==> src/rtl/ddr_read_arbiter_if.sv <==
// rtl/ddr_read_arbiter_if.sv - client and DDR read-port bundle for ddr_read_arbiter
`ifndef MEM_ADDRBITS
`define MEM_ADDRBITS 32
`endif
`ifndef MEM_WIDTH
`define MEM_WIDTH 64
`endif
`ifndef CACHE_BLOCKSIZE
`define CACHE_BLOCKSIZE 4
`endif

interface ddr_read_arbiter_if #(
   parameter int NREQ = 4,
   parameter int AW   = `MEM_ADDRBITS,
   parameter int DW   = `MEM_WIDTH
);
   logic [NREQ-1:0]    i_cli_req;
   logic [NREQ*AW-1:0] i_cli_raddr;
   logic [NREQ-1:0]    o_cli_req_accepted;
   logic [DW-1:0]      o_cli_rdata;
   logic [NREQ-1:0]    o_cli_rdata_valid;
   logic [AW-1:0]      o_ddr_raddr;
   logic               o_ddr_rdata_req;
   logic               i_ddr_req_accepted;
   logic [DW-1:0]      i_ddr_rdata;
   logic               i_ddr_rdata_valid;

   // Arbiter side
   modport slave (
      input  i_cli_req, i_cli_raddr, i_ddr_req_accepted, i_ddr_rdata, i_ddr_rdata_valid,
      output o_cli_req_accepted, o_cli_rdata, o_cli_rdata_valid, o_ddr_raddr, o_ddr_rdata_req
   );

   // Clients plus DDR controller side
   modport master (
      output i_cli_req, i_cli_raddr, i_ddr_req_accepted, i_ddr_rdata, i_ddr_rdata_valid,
      input  o_cli_req_accepted, o_cli_rdata, o_cli_rdata_valid, o_ddr_raddr, o_ddr_rdata_req
   );
endinterface

==> src/rtl/ddr_read_arbiter.sv <==
// rtl/ddr_read_arbiter.sv - round-robin arbiter sharing one DDR read port among cache clients
`ifndef MEM_ADDRBITS
`define MEM_ADDRBITS 32
`endif
`ifndef MEM_WIDTH
`define MEM_WIDTH 64
`endif
`ifndef CACHE_BLOCKSIZE
`define CACHE_BLOCKSIZE 4
`endif

module ddr_read_arbiter #(
   parameter int NREQ      = 4,
   parameter int BURST_LEN = `CACHE_BLOCKSIZE
) (
   input  logic               i_clk300,
   input  logic               i_reset,
   ddr_read_arbiter_if.slave  bus,
   output logic               o_busy,
   output logic               o_err
);
   localparam int AW = `MEM_ADDRBITS;
   localparam int DW = `MEM_WIDTH;
   localparam int PW = $clog2(NREQ);
   localparam int BW = (BURST_LEN > 1) ? $clog2(BURST_LEN) : 1;

   typedef enum logic [1:0] {S_IDLE, S_REQ, S_DATA} state_t;

   state_t          state_q, state_d;
   logic [PW-1:0]   rr_ptr_q, rr_ptr_d;
   logic [PW-1:0]   owner_q, owner_d;
   logic [BW-1:0]   beat_q, beat_d;
   logic [AW-1:0]   raddr_q, raddr_d;
   logic [DW-1:0]   rdata_q;
   logic [NREQ-1:0] rvalid_q, rvalid_d;
   logic            err_q, err_d;
   logic [NREQ-1:0] accept;
   logic [PW-1:0]   grant, cand;
   logic            grant_vld;

   // Scan from the farthest candidate back so the one nearest rr_ptr wins.
   always_comb begin
      grant     = rr_ptr_q;
      grant_vld = 1'b0;
      cand      = rr_ptr_q;
      for (int k = NREQ - 1; k >= 0; k--) begin
         cand = PW'((int'(rr_ptr_q) + k) % NREQ);
         if (bus.i_cli_req[cand]) begin
            grant     = cand;
            grant_vld = 1'b1;
         end
      end
   end

   always_comb begin
      state_d  = state_q;
      rr_ptr_d = rr_ptr_q;
      owner_d  = owner_q;
      beat_d   = beat_q;
      raddr_d  = raddr_q;
      rvalid_d = '0;
      err_d    = err_q;
      accept   = '0;
      case (state_q)
         S_IDLE: begin
            if (bus.i_ddr_rdata_valid) err_d = 1'b1;
            if (grant_vld) begin
               owner_d = grant;
               raddr_d = bus.i_cli_raddr[int'(grant)*AW +: AW];
               state_d = S_REQ;
            end
         end
         S_REQ: begin
            if (bus.i_ddr_rdata_valid) err_d = 1'b1;
            if (bus.i_ddr_req_accepted) begin
               accept[owner_q] = 1'b1;
               beat_d          = '0;
               state_d         = S_DATA;
            end else if (!bus.i_cli_req[owner_q]) begin
               state_d = S_IDLE;
            end
         end
         S_DATA: begin
            if (bus.i_ddr_rdata_valid) begin
               rvalid_d[owner_q] = 1'b1;
               beat_d            = beat_q + 1'b1;
               if (beat_q == BW'(BURST_LEN - 1)) begin
                  state_d  = S_IDLE;
                  rr_ptr_d = (owner_q == PW'(NREQ - 1)) ? '0 : owner_q + 1'b1;
               end
            end
         end
         default: state_d = S_IDLE;
      endcase
   end

   always_ff @(posedge i_clk300 or posedge i_reset) begin
      if (i_reset) begin
         state_q  <= S_IDLE;
         rr_ptr_q <= '0;
         owner_q  <= '0;
         beat_q   <= '0;
         raddr_q  <= '0;
         rdata_q  <= '0;
         rvalid_q <= '0;
         err_q    <= 1'b0;
      end else begin
         state_q  <= state_d;
         rr_ptr_q <= rr_ptr_d;
         owner_q  <= owner_d;
         beat_q   <= beat_d;
         raddr_q  <= raddr_d;
         rdata_q  <= bus.i_ddr_rdata;
         rvalid_q <= rvalid_d;
         err_q    <= err_d;
      end
   end

   assign bus.o_cli_req_accepted = accept;
   assign bus.o_cli_rdata        = rdata_q;
   assign bus.o_cli_rdata_valid  = rvalid_q;
   assign bus.o_ddr_raddr        = raddr_q;
   assign bus.o_ddr_rdata_req    = (state_q == S_REQ);
   assign o_busy                 = (state_q != S_IDLE);
   assign o_err                  = err_q;
endmodule

==> src/flat_wrapper.sv <==
// flat-port wrapper written by rule: the top's interface ports become plain ports
module ddr_read_arbiter_flat 
#(
   parameter int NREQ      = 4,
   parameter int BURST_LEN = `CACHE_BLOCKSIZE
)
  (i_clk300, i_reset, o_busy, o_err, bus_i_cli_req, bus_i_cli_raddr, bus_i_ddr_req_accepted, bus_i_ddr_rdata, bus_i_ddr_rdata_valid, bus_o_cli_req_accepted, bus_o_cli_rdata, bus_o_cli_rdata_valid, bus_o_ddr_raddr, bus_o_ddr_rdata_req);
  ddr_read_arbiter_if #(.NREQ(NREQ)) bus_i ();
  input  logic i_clk300;
  input  logic i_reset;
  output logic o_busy;
  output logic o_err;
  input wire logic [$bits(bus_i.i_cli_req)-1:0] bus_i_cli_req;
  input wire logic [$bits(bus_i.i_cli_raddr)-1:0] bus_i_cli_raddr;
  input wire logic [$bits(bus_i.i_ddr_req_accepted)-1:0] bus_i_ddr_req_accepted;
  input wire logic [$bits(bus_i.i_ddr_rdata)-1:0] bus_i_ddr_rdata;
  input wire logic [$bits(bus_i.i_ddr_rdata_valid)-1:0] bus_i_ddr_rdata_valid;
  output wire logic [$bits(bus_i.o_cli_req_accepted)-1:0] bus_o_cli_req_accepted;
  output wire logic [$bits(bus_i.o_cli_rdata)-1:0] bus_o_cli_rdata;
  output wire logic [$bits(bus_i.o_cli_rdata_valid)-1:0] bus_o_cli_rdata_valid;
  output wire logic [$bits(bus_i.o_ddr_raddr)-1:0] bus_o_ddr_raddr;
  output wire logic [$bits(bus_i.o_ddr_rdata_req)-1:0] bus_o_ddr_rdata_req;
  assign bus_i.i_cli_req = bus_i_cli_req;
  assign bus_i.i_cli_raddr = bus_i_cli_raddr;
  assign bus_i.i_ddr_req_accepted = bus_i_ddr_req_accepted;
  assign bus_i.i_ddr_rdata = bus_i_ddr_rdata;
  assign bus_i.i_ddr_rdata_valid = bus_i_ddr_rdata_valid;
  assign bus_o_cli_req_accepted = bus_i.o_cli_req_accepted;
  assign bus_o_cli_rdata = bus_i.o_cli_rdata;
  assign bus_o_cli_rdata_valid = bus_i.o_cli_rdata_valid;
  assign bus_o_ddr_raddr = bus_i.o_ddr_raddr;
  assign bus_o_ddr_rdata_req = bus_i.o_ddr_rdata_req;
  ddr_read_arbiter #(.NREQ(NREQ), .BURST_LEN(BURST_LEN)) u_core (.i_clk300(i_clk300), .i_reset(i_reset), .bus(bus_i), .o_busy(o_busy), .o_err(o_err));
endmodule
==> config.mk <==
export PLATFORM = sky130hd
export DESIGN_NAME = ddr_read_arbiter_flat
export DESIGN_NICKNAME = d
export VERILOG_FILES = /design/src/rtl/ddr_read_arbiter_if.sv /design/src/rtl/ddr_read_arbiter.sv /design/src/flat_wrapper.sv
export SDC_FILE = /design/constraint.sdc
export NUM_CORES = 1
export LEC_CHECK = 0
export ABC_CLOCK_PERIOD_IN_PS = 3300
export CAP_MARGIN = 20
export CORE_UTILIZATION = 32
export DETAILED_ROUTE_END_ITERATION = 16
export PLACE_DENSITY = 0.86
export SLEW_MARGIN = 20
export SYNTH_ARGS = -nofsm -noshare
export SYNTH_HDL_FRONTEND = slang
export SYNTH_SLANG_ARGS = --single-unit
export TNS_END_PERCENT = 30
==> constraint.sdc <==
create_clock -name i_clk300 -period 3.3 [get_ports i_clk300]
set_input_delay 0.66 -clock i_clk300 [delete_from_list [all_inputs] [get_ports i_clk300]]
set_output_delay 0.66 -clock i_clk300 [all_outputs]
set_load 0.05 [all_outputs]
==> results list <==
- Final setup violation count: 0
- Yosys mapped the design onto 32 distinct sky130hd cell types.
- Type of origin of the critical path: flip-flop
- Buffers inserted during clock tree synthesis total 9.
- Number of placement rows: 42
- Width of the chip: 118.8 um
- The routed design could run at a clock period as short as 2.868 ns.
- Growth of design area from synthesis to finish: 81.13%
* Antenna Nets Post-Route: 0
* Unrepaired setup endpoints after global routing: no
- The routed layout has 3,804 vias.
- In the final timing run, aggregate negative setup slack is 0 ns.
- Number of flops mapped to enable cells by yosys: 0
* Library cell occupying the most area in the post-synthesis netlist: dfrtp_1
- Critical register-to-register path startpoint: u_core.rr_ptr_q[1]
* CTS clock-pin slew for the worst setup and hold paths: 0.07 ns
- Post-CTS repair changed the size of 0 cells.
- Number of nets in the layout: 828
- By area the synthesized netlist is led by dfrtp_1 (63%), mux2i_1 (15%), o221ai_1 (6.6%).
- Maximum root-to-sink buffer count: 2
- Largest net degree at the start of global routing: 67
- TritonCTS built the clock tree.
- After synthesis the cells add up to 0.004363 mm2.
- The number of max-slew violations in the final report is 0.
- Critical Path Fanout Max: 7
* Number of register bits inferred by synthesis: 109
- Tightest slew margin relative to the limit: 0.6074
* Achievable Freq: 348.6 MHz
* Post-CTS repair timing setup buffer count: 0
- The multi-input combinational cells in the finished layout cover a total of 0.001425 mm2.
- After filler insertion, the fill cell instance count of the layout stands at 1,027.
* Hold-fix buffer count after cts: 0
- The tree is rooted in a clkbuf_16.
- Input and output buffers added on the ports amount to 306.
- FF-to-FF path depth: 6
- Across every metal layer, demand over resource in global routing totals 0.2059.
- The worst setup path is of the reg -> out kind.
* Height of the chip: 118.8 um
- Crit path required time: 2.64 ns
* Skew-Pair Late Insertion Delay: 0.35 ns
- Across the whole layout, storage elements account for 0.002728 mm2.
- Final weighted congestion in routability-driven placement: 0.8426
- The first routing iteration left 154 violations.
* Post-route fraction of the period consumed by the critical path: 0.8692
- Counting instances, the worst hold path has a depth of 1.
* Sequential share of the synthesized area: 0.6252
* Reg-to-reg critical path endpoint: u_core.bus.o_ddr_raddr[23]
- Hold Worst Slack: 0.4617 ns
* Net Count, Synth: 520
* Via count of the first global-routing pass: 4,184
* Hold Path Origin: u_core.o_err
- Final-report hold violation count: 0
- The library cell used most frequently in the layout, excluding fill and tap cells, is clkdlybuf4s50_1.
* Post-detailed-route wirelength per cell: 17.88 um
- In the synthesized netlist the dominant register cell turns out to be dfrtp_1.
- Synthesized area per cell: 13.85 um2
- Yosys warning total: 0
- The first global-routing pass estimated 21,840 um of wire.
* Post-detailed-route DRC marker count: 0
- For hold timing, the worst endpoint is u_core.o_err.
- For met1 alone, demand over resource in global routing was 0.2168.
- Pwr per Cell Area: 755.8 mW/mm2
- The layer flagged by global routing as most heavily used is met2.
- Initial Utilization: 0.3282
- In the routed layout, each cell is associated on average with a via count of 4.731.
* Capturing element type of the critical path: primary output
- In the final layout, the share of cells above drive strength 1 is 0.04777.
- Of the post-synthesis cell area, the dominant cell type holds 0.6252.
- Syn Inst Count: 315
- Sum of net half-perimeters after detailed placement: 11,330 um
* Post-Route Skew: 0.008666 ns
* Die ar.: 0.01411 mm2
- In this run the static leakage power is 3.268 nW.
- Async set or reset register ratio after synthesis: 1.000
* I/O Pins: 307
- The flow ran to the end, and the final reports show no timing, DRC or antenna violations.
- The floorplan step defined a core boundary enclosing 0.01330 mm2.
- Top library cells by usage in the layout, fill and taps aside: clkdlybuf4s50_1 (306), dfrtp_1 (109), mux2i_1 (65)
- Diode count: 0
* Number of iterations in the first detailed-routing pass: 4
* Sink Count: 109
- Number of H-tree levels: 3
- Worst Hold Class: reg -> reg
- After global routing the overflow that remains totals 0.
* IR drop worst, VDD: 343.9 uV
- Count of maximum capacitance violations: 0
- The final layout contains routed wiring with a total length of 14,380 um.
- Final core utilization: 0.5944
- For this run, global-route usage on met3 was measured as 0.05019.
* Setup slack of the worst register-to-register path: 1.27 ns
- For this run, global-route usage on met2 was measured as 0.3728.
- Data arrives at the worst endpoint at 2.21 ns.
- For the pin with the worst max-slew slack, the measured transition is 0.5871 ns.
- The number of antenna violations at the first check in global routing was 0.
[synthesized netlist by cell type (2+ instances only)]
| cell type | count |
|---|---|
| nor2_1 | 3 |
| clkbuf_1 | 6 |
| buf_4 | 2 |
| mux2_2 | 2 |
| dfrtp_1 | 109 |
| or2_1 | 2 |
| mux2i_1 | 65 |
| buf_12 | 6 |
| and2_1 | 4 |
| nor2b_1 | 4 |
| nand2_1 | 41 |
| o21ai_0 | 3 |
| nor3_1 | 2 |
| and3_1 | 4 |
| buf_6 | 2 |
| ha_1 | 5 |
| a21o_1 | 2 |
| o221ai_1 | 33 |
| inv_1 | 6 |
| a21oi_1 | 2 |
[layer usage]
metal / vias up / part of all wire
li1: 1752 / -
met1: 1813 / 0.36
met2: 207 / 0.53
met3: 32 / 0.072
met4: 0 / 0.041
met5: - / 0
[logic make-up after synthesis]
family / share of synthesized area
AO/OA/AOI/OAI: 0.08546
adder cells (fa/ha/maj): 0.01434
buffers and inverters: 0.04932
flip-flops: 0.6252
multiplexers: 0.1594
AND/OR/NAND/NOR: 0.06624
[layout make-up]
cell class / count / share of cell area
timing repair buffer: 315 / 0.4009
sequential: 109 / 0.3452
multi-input combinational: 182 / 0.1803
clock buffer: 12 / 0.03246
tap: 176 / 0.02787
clock inverter: 4 / 0.009975
inverter: 6 / 0.003325
[critical path: stages (launching register included)]
cell and delay, ns:
dfrtp_1 0.45, nor2b_1 0.40, and3_1 0.22, clkdlybuf4s50_1 0.79
[worst max path at each step]
stage / slack (ns) / cells past startpoint / from / end
2_1_floorplan: 0.78 / 2 / u_core.state_q[0] / bus_o_cli_req_accepted[0]
3_3_place_gp: 0.45 / 3 / bus_i_ddr_req_accepted / bus_o_cli_req_accepted[3]
3_5_place_dp: 0.35 / 7 / bus_i_cli_req[0] / u_core.bus.o_ddr_raddr[23]
4_1_cts: 0.41 / 3 / u_core.state_q[0] / bus_o_cli_req_accepted[1]
5_1_grt: 0.29 / 3 / u_core.state_q[0] / bus_o_cli_req_accepted[1]
6_report: 0.43 / 3 / u_core.state_q[1] / bus_o_cli_req_accepted[1]
[sequential cells by signal (all words and copies together) (netlist names)]
name,flops
u_core.bus.o_cli_rdata,64
u_core.o_err,1
u_core.rr_ptr_q,2
u_core.owner_q,2
u_core.beat_q,2
u_core.state_q,2
u_core.bus.o_cli_rdata_valid,4
u_core.bus.o_ddr_raddr,32
[where the power goes]
part	internal, mW	switching [mW]	leakage (nW)
combinational	1.17	1.80	1.80
clock	0.713	0.498	0.161
sequential	1.62	0.177	1.31
[per-stage QoR]
step	setup slack, ns	std cells	power [mW]	cell area, um2
6_report	0.4315	804	5.973	7903
4_1_cts	0.4084	804	6.029	7903
2_1_floorplan	0.7813	315	3.822	4367
3_5_place_dp	0.3457	788	4.810	7567
5_1_grt	0.2940	804	6.252	7903
3_3_place_gp	0.4527	788	4.704	7567
(Power assumes the default switching activity.)
